===== src/rtl/int_defs.sv =====
// Shared definitions for the interrupt/EPC controller.
// Contents: FSM state encoding, default line count and vector base, cause width helper.
package int_defs;

    typedef enum logic {
        IDLE = 1'b0,
        ISR  = 1'b1
    } state_t;

    localparam int unsigned N_IRQ_DEFAULT    = 4;
    localparam logic [31:0] VEC_BASE_DEFAULT = 32'h0000_0004;

    // Width of the cause field for n request lines.
    function automatic int unsigned cause_width(input int unsigned n);
        return (n > 1) ? $clog2(n) : 1;
    endfunction

endpackage


===== src/rtl/int_prio_enc.sv =====
// Lowest-index-first priority encoder.
// Ports: req (N request bits) -> sel (index of lowest set bit, 0 if none), any (some bit set).
module int_prio_enc #(
    parameter int unsigned N = 4,
    parameter int unsigned W = 2
) (
    input  logic [N-1:0] req,
    output logic [W-1:0] sel,
    output logic         any
);

    // Scan from the top down so the lowest set index is written last.
    always_comb begin
        sel = '0;
        any = |req;
        for (int i = N - 1; i >= 0; i--) begin
            if (req[i]) sel = W'(i);
        end
    end

endmodule


===== src/rtl/int_epc_ctrl.sv =====
// Interrupt responder: edge-detects irq lines, takes the lowest pending line when
// enabled, saves EPC/cause and redirects the PC to the handler; eret restores EPC.
// Build option: INT_VECTOR_TABLE_EN gives each line its own 4-byte vector slot;
// otherwise every line enters at VEC_BASE and the handler reads cause.
// Ports:
//   clk, rst (async, active-high)
//   irq[N_IRQ], int_en, MIO_ready, eret, pc_next[32]      - inputs
//   int_code, pc_redirect, pc_target[32]                 - combinational outputs
//   epc[32], cause[CAUSE_W], in_isr, eret_err            - registered outputs
module int_epc_ctrl
    import int_defs::*;
#(
    parameter  int unsigned N_IRQ    = N_IRQ_DEFAULT,
    parameter  logic [31:0] VEC_BASE = VEC_BASE_DEFAULT,
    localparam int unsigned CAUSE_W  = cause_width(N_IRQ)
) (
    input  logic               clk,
    input  logic               rst,
    input  logic [N_IRQ-1:0]   irq,
    input  logic               int_en,
    input  logic               MIO_ready,
    input  logic               eret,
    input  logic [31:0]        pc_next,
    output logic               int_code,
    output logic               pc_redirect,
    output logic [31:0]        pc_target,
    output logic [31:0]        epc,
    output logic [CAUSE_W-1:0] cause,
    output logic               in_isr,
    output logic               eret_err
);

    state_t             state;
    logic [N_IRQ-1:0]   irq_q;
    logic [N_IRQ-1:0]   pending;
    logic [N_IRQ-1:0]   rise;
    logic [N_IRQ-1:0]   clr_mask;
    logic [CAUSE_W-1:0] sel;
    logic               any;
    logic               take;
    logic               ret;
    logic [31:0]        vector;

    int_prio_enc #(
        .N (N_IRQ),
        .W (CAUSE_W)
    ) u_prio (
        .req (pending),
        .sel (sel),
        .any (any)
    );

    assign rise = irq & ~irq_q;
    assign take = (state == IDLE) & int_en & MIO_ready & any;
    assign ret  = (state == ISR) & eret;

`ifdef INT_VECTOR_TABLE_EN
    assign vector = VEC_BASE + (32'(sel) << 2);
`else
    assign vector = VEC_BASE;
`endif

    assign clr_mask = take ? (N_IRQ'(1) << sel) : '0;
    assign in_isr   = (state == ISR);

    // Redirect to the vector on entry, back to EPC on a handler return.
    always_comb begin
        int_code    = 1'b0;
        pc_redirect = 1'b0;
        pc_target   = '0;
        if (take) begin
            int_code    = 1'b1;
            pc_redirect = 1'b1;
            pc_target   = vector;
        end else if (ret) begin
            pc_redirect = 1'b1;
            pc_target   = epc;
        end
    end

    // State, pending capture and EPC/cause save. A new edge on the line being
    // cleared wins, so the request is not lost.
    always_ff @(posedge clk or posedge rst) begin
        if (rst) begin
            state    <= IDLE;
            irq_q    <= '0;
            pending  <= '0;
            epc      <= '0;
            cause    <= '0;
            eret_err <= 1'b0;
        end else begin
            irq_q   <= irq;
            pending <= (pending & ~clr_mask) | rise;
            case (state)
                IDLE: begin
                    if (eret) eret_err <= 1'b1;
                    if (take) begin
                        epc   <= pc_next;
                        cause <= sel;
                        state <= ISR;
                    end
                end
                ISR: begin
                    if (eret) state <= IDLE;
                end
                default: state <= IDLE;
            endcase
        end
    end

endmodule


===== config.mk =====
export PLATFORM = sky130hd
export DESIGN_NAME = int_epc_ctrl
export DESIGN_NICKNAME = d
export VERILOG_FILES = /design/src/rtl/int_defs.sv /design/src/rtl/int_prio_enc.sv /design/src/rtl/int_epc_ctrl.sv
export SDC_FILE = /design/constraint.sdc
export NUM_CORES = 1
export LEC_CHECK = 0
export CORE_MARGIN = 2
export CORE_UTILIZATION = 25
export CTS_CLUSTER_DIAMETER = 50
export DETAILED_ROUTE_END_ITERATION = 8
export PLACE_DENSITY = 0.65
export SYNTH_ARGS = -nofsm -noshare
export SYNTH_HDL_FRONTEND = slang
export SYNTH_SLANG_ARGS = --single-unit

===== constraint.sdc =====
create_clock -name clk -period 1.4 [get_ports clk]
set_input_delay 0.28 -clock clk [delete_from_list [all_inputs] [get_ports clk]]
set_output_delay 0.28 -clock clk [all_outputs]
set_load 0.03 [all_outputs]

== Yosys cells after proc, flatten, opt, wreduce, memory -nomap -nowiden ==
Cells that the tools add are included.
Word-level totals
  register bits: 44
  latch bits: 0
  RAM bits: 0
  memory bits (read-only): 0
  output and inout bits: 70
  memories: 0
Cells by class
  $add $sub $neg: 0
  $mul: 0
  divide/modulo/power cells: 0
  magnitude comparators: 0
  eq/ne operators: 0
  shifts and indexed selects: 1
  multiplexer cells: 12
  bitwise logic cells: 10
  reductions and logical operators: 3
Operators by type and width (number)
  2-to-1 mux 32 bit: 2
  bitwise AND 4 bit: 2
  2-to-1 mux 2 bit: 4
  inverter 4 bit: 2
  bitwise AND 1 bit: 4
  2-to-1 mux 1 bit: 4
  2-to-1 mux 4 bit: 1
  bitwise OR 4 bit: 1
  AND reduction 2 bit: 2
  OR reduction 4 bit: 1
  << shifter 1 x 2 -> 4 bit, first input constant: 1
  one-hot mux 1 bit (2 select lines): 1
  inverter 1 bit: 1

== Depth between registers and ports, before layout ==
Gate-level depths: netlist of run 1.
  depth after elaboration: 9
  gate-level depth with buffers: 4

== By module ==
A second synthesis of run 1 with hierarchy kept.
Unflattened totals
  cell total of the unflattened synthesis: 151
  area total of the unflattened synthesis: 2038.2 sq um
By module, submodules not included
  int_epc_ctrl: instances 1, cells an instance 144, area each 2003.2 sq um, sequential area each 1101.1 sq um
  int_prio_enc: instances 1, cells an instance 7, area each 35.0 sq um, sequential area each 0.0 sq um

== Worst setup path after synthesis of run 1 ==
OpenSTA, ideal clock, no wires.
  kind: register -> output
  start: register state (netlist: in_isr)
  end: output port pc_redirect
  arrival time: 1530 ps
  required time: 1120 ps
  path slack: -410 ps
  cell stages (with the launch flop): 5
  cell sequence: dfrtp_1 > nand3b_4 > a21oi_4 > buf_6 > a21o_1
Between the ends
  longest elaborated chain between the ends: 5
RTL lines
  start: declaration: line int_epc_ctrl.sv:33  | state_t state;
  start signal: assignment: line int_epc_ctrl.sv:85  | state <= IDLE;
  start signal: assignment: line int_epc_ctrl.sv:100  | state <= ISR;
  start signal: assignment: line int_epc_ctrl.sv:104  | if (eret) state <= IDLE;
  inverter 1 bit (no source line)
  bitwise AND 1 bit (3 in series): line int_epc_ctrl.sv:54  | assign take = (state == IDLE) & int_en & MIO_ready & any;
  2-to-1 mux 1 bit *: line int_epc_ctrl.sv:71  | if (take) begin
  end: declaration: line int_epc_ctrl.sv:25  | output logic pc_redirect,
Mark *: on every way between the ends. The rest lies on a longest branch, timed or not.

== Worst setup path after layout of run 1 ==
  start: input port MIO_ready
  end: output port pc_target[2]
Between the ends
  longest elaborated chain between the ends: 3
RTL lines
  start: declaration: line int_epc_ctrl.sv:21  | input logic MIO_ready,
  bitwise AND 1 bit (2 in series): line int_epc_ctrl.sv:54
  2-to-1 mux 32 bit: line int_epc_ctrl.sv:71
  end: declaration: line int_epc_ctrl.sv:26  | output logic [31:0] pc_target,
Every way passes these cells.

==> reports/metrics.yaml, run 1 <==
crit_path_start_kind: "input pin"
synth.largest_area_cell: "dfrtp_1"
setup_viol: 67
route.detailed.drc: 0
critPathSlowestCell: "clkdlybuf4s50_1"
synth_cell_types: 18
yosysSeqAreaShare_pct: 58.1
cts.sinks: 44
hold_viol: 0
drt-total-wl_um: 5720
tightest_slew_ns: 0.318
worstSetupPathType: "in -> out"
die_height_um: 91.1
power_frac_seq_pct: 37.7
pre_cts_slack_ns: -0.427
grt.total_usage_pct: 14.1
synth_nets: 187
cp_num_buf_inv: 3
async_reset_ff_share_pct: 100
overflow: 0
violations: "negative setup slack"
portBuffers: 110
max_slew_margin_pct: 78.9
intPower_w: 0.00288
cts_buffers: 5
required_ns: 1.12
htreeDepth: 2
r2r_end: "epc[19]"
ctsHoldBuffers: 0
grt_pass1_vias: 1776
die_area_sq_um: 8290
layout-area-overhead-vs-synth_pct: 85.9
finalInstanceArea_sq_um: 3520
pwr-share-comb_pct: 40.9
ys_seq_elements: 44
fin_worst_skew_ns: 0.00639
antenna_left: 0
row_count: 31
period_share_pct: 123
cap_violations: 0
clk_latency_ns: 0.29
synthTopCellsByCount: "dfrtp_1 (44), mux2_2 (32), and3_1 (31), inv_1 (7)"
synth_edf_count: 0
grt_start_max_net_pins: 45
ir_drop_mv: 0.535
rsz0062_at_grt: "true"
worst_ep_arrival_time_ns: 1.44
dp_hpwl_um: 3530
timing.fmax_mhz: 580
worst_slack_ns: -0.324
p_leak_nw: 1.77
start_util_pct: 26.0
fin_crit_ns: 1.72
clock-root-buffer: "clkbuf_8"
wl_per_cell_um: 15.1
clkTransAtPathRegs_ns: 0.09
reg2regPathDepth: 6
first_pass_iters: 4
pwr-share-clk_pct: 21.4
die_x_um: 91.1
core_area_sq_um: 7290
path_max_fanout: 4
cts_buffer_depth: 2
tritoncts: "yes"
nets: 319
hold_path.class: "in -> async"
synth_top_area_share_pct: 58.1
cp-end-kind: "output pin"
viasPerCell: 4.36
placed_area_sq_um: 3150
antenna_found_initial: 0
vias: 1648
syn_inst: 146
grt_pass1_wl_um: 9260
ff2ff_setup_slack_ns: -0.22
critPathMaxStageDelay_ns: 0.50
synthFlopType: "dfrtp_1"
net-switching-power_w: 0.00156
powerDensity_nw_per_um2: 1260
synth_area_leaders: "dfrtp_1 (58%), mux2_2 (19%), and3_1 (10%)"
gp_congestion: 0.683
timing.rr.start: "in_isr"
outcome: "complete, but fails checks"
synthMostInstantiatedCell: "dfrtp_1"
switching_share_pct: 35.1
drt-initial-drc-count: 46
avgSynthCellArea_sq_um: 13.0
antenna_cells: 0
critical_path.top_delay_family: "buffers and inverters"
syn_area_sq_um: 1900
drive_gt1_share_pct: 39.4
boundaryPins: 111
slew_violations: 0
yosys_warnings: 0
path_cells: "clkdlybuf4s50_1, nand3b_4, a21oi_4, buf_12, a31o_4, buf_6"
[worst max-delay path by stage]
| stage | from | endpoint | slack (ns) | depth (start not counted) |
|---|---|---|---|---|
| 6_report | MIO_ready | pc_target[2] | -0.32 | 6 |
| 3_3_place_gp | MIO_ready | pc_target[2] | -0.42 | 6 |
| 2_1_floorplan | in_isr | pc_target[2] | -0.25 | 4 |
| 5_1_grt | in_isr | pc_target[2] | -0.38 | 5 |
| 4_1_cts | in_isr | pc_target[2] | -0.33 | 5 |
| 3_5_place_dp | MIO_ready | pc_target[2] | -0.43 | 6 |
[flip-flops by register name (all words and copies together) (netlist names)]
signal,cells
eret_err,1
irq_q,4
pending,4
epc,32
cause,2
in_isr,1
[per-stage QoR]
step                power [W]  util, %  hold WS, ns  cells  TNS (ns)
CTS                   0.00441     46.9        0.355    376    -14.39
floorplan             0.00267        -        0.311    146     -7.49
global placement      0.00347     43.2        0.404    357    -17.67
detailed placement    0.00349     43.2        0.408    357    -18.40
finish                0.00444     48.3        0.348    378    -14.17
global route          0.00468     48.3        0.353    378    -17.85
[cell families (layout without fill, tap and decap cells)]
kind of cell    Yosys count  in the layout  share of synthesized area [%]
mux                      32             32                           19.0
flops                    44             44                           58.1
compound gates           15             15                           5.87
simple gates             39             39                           12.7
buf+inv                  16            149                           4.36
[worst reg2reg max path, stage by stage, from the launching register on]
cell      delay [ns]
dfrtp_2         0.42
nand3b_4        0.17
a21oi_4         0.21
buf_4           0.15
buf_6           0.09
buf_12          0.13
mux2_2          0.33
[cells in the final DEF, fill, tap and decap left out, types with 2 or more instances in the layout]
| cell type | n |
|---|---|
| and3_1 | 30 |
| buf_6 | 6 |
| dlygate4sd2_1 | 23 |
| o22a_1 | 2 |
| clkbuf_8 | 5 |
| clkbuf_2 | 2 |
| buf_4 | 42 |
| dfrtp_1 | 43 |
| mux2_4 | 19 |
| clkdlybuf4s15_1 | 11 |
| mux2_2 | 13 |
| nor2_1 | 4 |
| clkdlybuf4s50_1 | 39 |
| inv_1 | 6 |
| buf_12 | 7 |
| o21ai_0 | 4 |
[power groups by stage]
stage,Clock [W],Sequential [W],Combinational [W]
floorplan,0,0.00213,0.000539
global placement,0,0.00169,0.00178
detailed placement,0,0.00170,0.00179
CTS,0.000987,0.00167,0.00175
global route,0.00105,0.00172,0.00191
finish,0.000947,0.00167,0.00182
[layer usage]
metal  vias to the layer above  global-route usage (%)  share of wire, %
met5                         -                       0                 0
met4                         0                    3.03              0.42
met3                         2                    3.73               5.7
met2                        59                    23.5                50
met1                       807                    18.5                44
li1                        780                       -                 -
[cell type report]
type,count,area (sq um)
sequential,44,1100
timing repair buffer,134,1340
inverter,7,26.3
tap,99,124
clock inverter,2,35.0
clock buffer,6,72.6
fill,700,3770
multi-input combinational,86,830
[what timing repair did]
item | 4_1_cts | 5_1_grt
endpoints found under the setup margin | 102 | 81
resized for setup | 54 | 36
pin swaps | 0 | 1
gates cloned | 3 | 1
setup buffers | 8 | 4
No activity file was read; power rests on OpenSTA's default activity.
==> run 2, diff against run 1 <==
--- a/config.mk
+++ b/config.mk
@@ -10,6 +10,7 @@
 export CTS_CLUSTER_DIAMETER = 50
 export DETAILED_ROUTE_END_ITERATION = 8
 export PLACE_DENSITY = 0.65
+export SETUP_SLACK_MARGIN = 0.05
 export SYNTH_ARGS = -nofsm -noshare
 export SYNTH_HDL_FRONTEND = slang
 export SYNTH_SLANG_ARGS = --single-unit
==> reports/metrics.yaml, run 2 (same netlist as run 1, synthesis figures left out) <==
outcome: "complete, but fails checks"
violations: "negative setup slack"
use_met2_pct: 23.9  # +0.37 points
nets: 318  # -0.31%
critPathMaxStageDelay_ns: 0.51  # about the same
fin_crit_ns: 1.72  # -0.00457 ns
start_util_pct: 26.0  # unchanged
ff2ff_setup_slack_ns: -0.25  # -0.03 ns
tightest_slew_ns: 0.310  # -0.00773 ns
ir_drop_mv: 0.526  # -1.6%
grt_start_max_net_pins: 35  # -22%
grt_pass1_wl_um: 9030  # -2.5%
rsz0062_at_grt: "true"
die_area_sq_um: 8290  # unchanged
fin_worst_skew_ns: 0.00768  # +0.00129 ns
cts_buffers: 5  # unchanged
reg2regPathDepth: 6  # unchanged
drive_gt1_share_pct: 54.7  # +15 points
final_cell_mix: "dfrtp_1 (43), buf_4 (41), clkdlybuf4s50_1 (39)"
antenna_cells: 0  # unchanged
r2r_end: "epc[25]"
grt_pass1_vias: 1758  # -1.0%
crit_path_start_kind: "input pin"
boundaryPins: 111  # unchanged
mostFrequentLayoutCell: "dfrtp_1"
tritoncts: "yes"
drt-total-wl_um: 5800  # +1.5%
nFillCells: 703  # +0.43%
hold_viol: 0  # unchanged
grt_use_met3_pct: 3.73  # unchanged
powerDensity_nw_per_um2: 1310  # +4.0%
path_max_fanout: 4  # unchanged
crit_end: "pc_redirect"
antenna_found_initial: 0  # unchanged
timing.rr.start: "in_isr"
wl_per_cell_um: 15.4  # +1.8%
clk_latency_ns: 0.29  # about the same
use_met1_pct: 16.9  # -1.6 points
top_register: "epc"
dp_hpwl_um: 3730  # +5.9%
drt-initial-drc-count: 42  # -8.7%
period_share_pct: 123  # -0.33 points
cp-end-kind: "output pin"
top_regs: "epc: 32 flops, irq_q: 4 flops, pending: 4 flops"
holdWs_ns: 0.242  # -0.106 ns
vias: 1648  # unchanged
clkTransAtPathRegs_ns: 0.08  # about the same
route.detailed.drc: 0  # unchanged
slew_violations: 0  # unchanged
die_height_um: 91.1  # unchanged
p_leak_nw: 1.72  # -3.0%
cts.sinks: 44  # unchanged
htreeDepth: 2  # unchanged
clock-root-buffer: "clkbuf_8"
cts_buffer_depth: 2  # unchanged
core_area_sq_um: 7290  # unchanged
setup_viol: 68  # +1.5%
required_ns: 1.12  # about the same
portBuffers: 110  # unchanged
layout-area-overhead-vs-synth_pct: 81.4
path_cells: "clkdlybuf4s50_1, nand3b_4, a21oi_4, buf_12, a21o_4, buf_6"
grt.total_usage_pct: 13.7  # -0.43 points
overflow: 0  # unchanged
busiest_layer: "met2"
worst_ep_arrival_time_ns: 1.44  # about the same
first_pass_iters: 4  # unchanged
largest_reg_flops: 32  # unchanged
timing.fmax_mhz: 582  # +0.27%
worstSetupPathType: "in -> out"
worst_slack_ns: -0.319  # +0.00457 ns
row_count: 31  # unchanged
viasPerCell: 4.37  # +0.27%
startpoint: "MIO_ready"
die_x_um: 91.1  # unchanged
pre_cts_slack_ns: -0.434  # -0.00687 ns
critPathSlowestCell: "clkdlybuf4s50_1"
cap_violations: 0  # unchanged
max_slew_margin_pct: 79.4  # +0.51 points
hold_path.class: "in -> async"
gp_congestion: 0.687  # +0.66%
antenna_left: 0  # unchanged
run 2: changes by cell type in the layout (fill, tap and decap cells not counted), sizes merged:
cell / before / now
dlygate4sd2: 23 / 0
clkinv: 1 / 0
clkbuf: 9 / 39
bufbuf: 1 / 0
buf: 57 / 55
clkdlybuf4s15: 11 / 6
dlymetal6s2s: 0 / 1
run 2: where the power goes:
group          internal (W)  switching, W
clock              0.000630      0.000418
sequential          0.00151      0.000173
combinational      0.000793      0.000976
run 2: layout make-up:
class | instances | area [sq um] | area share (%)
timing repair buffer | 133 | 1230 | 35.8
sequential | 44 | 1100 | 32.1
tap | 99 | 124 | 3.60
clock inverter | 1 | 30.0 | 0.873
clock buffer | 7 | 96.3 | 2.80
multi-input combinational | 86 | 827 | 24.1
inverter | 7 | 26.3 | 0.764
run 2: worst min-delay path by stage:
stage | depth (start not counted) | endpoint | start
final | 2 | epc[21] | rst
after global routing | 2 | epc[21] | rst
after CTS | 2 | epc[19] | rst
after detailed placement | 1 | pending[2] | irq_q[2]
after global placement | 1 | pending[1] | irq_q[1]
after floorplan | 0 | irq_q[0] | irq[0]
run 2: repair_timing:
| item | CTS | global route |
|---|---|---|
| setup endpoints to repair | 102 | 102 |
| gates cloned | 1 | 3 |
| hold buffers | 0 | 0 |
| setup buffers | 5 | 2 |
| gates resized for setup | 90 | 45 |
run 2: stage by stage:
stage	power [W]	util [%]	instance area (sq um)	setup TNS [ns]	std cells
after floorplan	0.00268	-	1960	-7.49	146
after global placement	0.00349	43.8	3190	-18.84	360
after detailed placement	0.00351	43.8	3190	-20.86	360
after CTS	0.00459	47.6	3470	-14.39	373
after global routing	0.00473	47.2	3440	-17.89	377
final	0.00450	47.2	3440	-14.32	377
run 2: layer usage:
| metal | part of all wire [%] | vias up |
|---|---|---|
| met3 | 5.2 | 5 |
| met1 | 44 | 806 |
| li1 | - | 778 |
| met5 | 0 | - |
| met4 | 0.79 | 0 |
| met2 | 50 | 59 |
run 2: worst max-delay path, delay by kind of cell:
family	cells	cell delay [ns]
AND/OR/NAND/NOR	1	0.10
AO/OA/AOI/OAI	2	0.30
buffers and inverters	3	0.77
==> run 3, diff against run 2 <==
--- a/config.mk
+++ b/config.mk
@@ -10,6 +10,7 @@
 export CTS_CLUSTER_DIAMETER = 50
 export DETAILED_ROUTE_END_ITERATION = 8
 export PLACE_DENSITY = 0.65
+export REMOVE_ABC_BUFFERS = 1
 export SETUP_SLACK_MARGIN = 0.05
 export SYNTH_ARGS = -nofsm -noshare
 export SYNTH_HDL_FRONTEND = slang
==> reports/metrics.yaml, run 3 (same netlist as run 1, synthesis figures left out) <==
slew_violations: 0  # unchanged
timing.fmax_mhz: 593  # +2.0%
outcome: "complete, but fails checks"
core_area_sq_um: 7290  # unchanged
period_share_pct: 120  # -2.4 points
startpoint: "pending[1]"
die_height_um: 91.1  # unchanged
path_max_fanout: 4  # unchanged
layout-area-overhead-vs-synth_pct: 78.7
die_area_sq_um: 8290  # unchanged
grt.total_usage_pct: 13.3  # -0.43 points
violations: "negative setup slack"
row_count: 31  # unchanged
busiest_layer: "met2"
nFillCells: 696  # -1.0%
top_register: "epc"
cts_buffers: 5  # unchanged
cp-end-kind: "output pin"
required_ns: 1.12  # about the same
drt-total-wl_um: 5540  # -4.5%
portBuffers: 110  # unchanged
antenna_left: 0  # unchanged
hold_path.class: "in -> async"
worst_slack_ns: -0.286  # +0.0337 ns
tritoncts: "yes"
final_cell_mix: "dfrtp_1 (44), buf_4 (44), clkdlybuf4s50_1 (38)"
holdWs_ns: 0.340  # +0.0980 ns
start_util_pct: 26.0  # unchanged
cap_violations: 0  # unchanged
worst_ep_arrival_time_ns: 1.41  # -0.03 ns
powerDensity_nw_per_um2: 1240  # -5.0%
crit_path_start_kind: "flop"
antenna_found_initial: 0  # unchanged
setup_viol: 67  # -1.5%
cts_buffer_depth: 2  # unchanged
seq_area_sq_um: 1100  # -0.11%
timing.rr.start: "in_isr"
grt_pass1_wl_um: 8800  # -2.4%
vias: 1674  # +1.6%
pre_cts_slack_ns: -0.399  # +0.0345 ns
route.detailed.drc: 0  # unchanged
p_leak_nw: 1.73  # +0.48%
ir_drop_mv: 0.449  # -15%
rsz0062_at_grt: "true"
use_met1_pct: 17.1  # +0.19 points
first_pass_iters: 4  # unchanged
grt_use_met3_pct: 4.07  # +0.33 points
clk_latency_ns: 0.29  # about the same
gp_congestion: 0.692  # +0.65%
grt_pass1_vias: 1681  # -4.4%
largest_reg_flops: 32  # unchanged
dp_hpwl_um: 3600  # -3.5%
boundaryPins: 111  # unchanged
max_slew_margin_pct: 78.6  # -0.84 points
multi_input_area_sq_um: 852  # +3.0%
fin_worst_skew_ns: 0.00763  # -0.0000557 ns
nets: 318  # unchanged
antenna_cells: 0  # unchanged
clkTransAtPathRegs_ns: 0.08  # about the same
clock-root-buffer: "clkbuf_8"
placed_area_sq_um: 3100  # -2.7%
ctsHoldBuffers: 0  # unchanged
wl_per_cell_um: 14.7  # -4.2%
tightest_slew_ns: 0.322  # +0.0114 ns
cts.sinks: 44  # unchanged
htreeDepth: 2  # unchanged
hold_viol: 0  # unchanged
viasPerCell: 4.45  # +1.8%
finalInstanceArea_sq_um: 3390  # -1.5%
die_x_um: 91.1  # unchanged
drt-initial-drc-count: 37  # -12%
top_regs: "epc: 32 flops, irq_q: 4 flops, pending: 4 flops"
fin_crit_ns: 1.69  # -0.0337 ns
drive_gt1_share_pct: 47.7  # -7.0 points
grt_start_max_net_pins: 37  # +5.7%
overflow: 0  # unchanged
use_met2_pct: 21.9  # -2.0 points
worstSetupPathType: "reg -> out"
## run 3: per-stage QoR
step | cells | total power [W] | setup TNS [ns] | util, %
detailed placement | 358 | 0.00345 | -18.29 | 42.6
global route | 376 | 0.00443 | -17.88 | 46.5
global placement | 358 | 0.00343 | -17.70 | 42.6
finish | 376 | 0.00421 | -12.57 | 46.5
CTS | 372 | 0.00420 | -12.93 | 45.9
floorplan | 137 | 0.00261 | -36.84 | -
## run 3: worst max-delay path, stage by stage, from the launching register on
cell and delay [ns]:
dfrtp_1 0.41, nor2_4 0.15, a21oi_4 0.09, buf_12 0.14, a31o_4 0.20, buf_6 0.13
## run 3: layout make-up
class | count | area share (%)
inverters | 7 | 0.775
flip-flops and latches | 44 | 32.5
clock buffers | 6 | 2.14
multi-input cells | 86 | 25.1
repair buffers | 133 | 35.6
clock inverters | 1 | 0.148
well taps | 99 | 3.66
## run 3: worst paths after layout
kind / slack, ns / to / cells past startpoint
worst max register to register: -0.22 / epc[19] / 7
min in group clk: 0.41 / pending[2] / 1
worst min-delay path: 0.34 / epc[29] / 3
worst min register to register: 0.41 / pending[2] / 1
worst max-delay path: -0.29 / pc_target[2] / 5
max in group asynchronous: 0.82 / pending[2] / 3
## run 3: power by group
group / switching, W / leakage, nW / internal (W)
logic: 0.000969 / 1.18 / 0.000803
registers: 0.000180 / 0.506 / 0.00151
clock network: 0.000409 / 0.0410 / 0.000340
total: 0.00156 / 1.73 / 0.00265
## run 3: timing repair
item	in CTS	in global routing
cloned	1	1
setup endpoints to repair	102	97
gates resized for setup	89	65
hold endpoints to repair	0	0
pin swaps	1	0
setup buffers	6	5
## run 3: layer usage
metal	vias up	wire length [um]	share of wire [%]
li1	776	-	-
met1	827	2470	45
met2	65	2660	48
met3	6	371	6.7
met4	0	42	0.76
met5	-	0	0
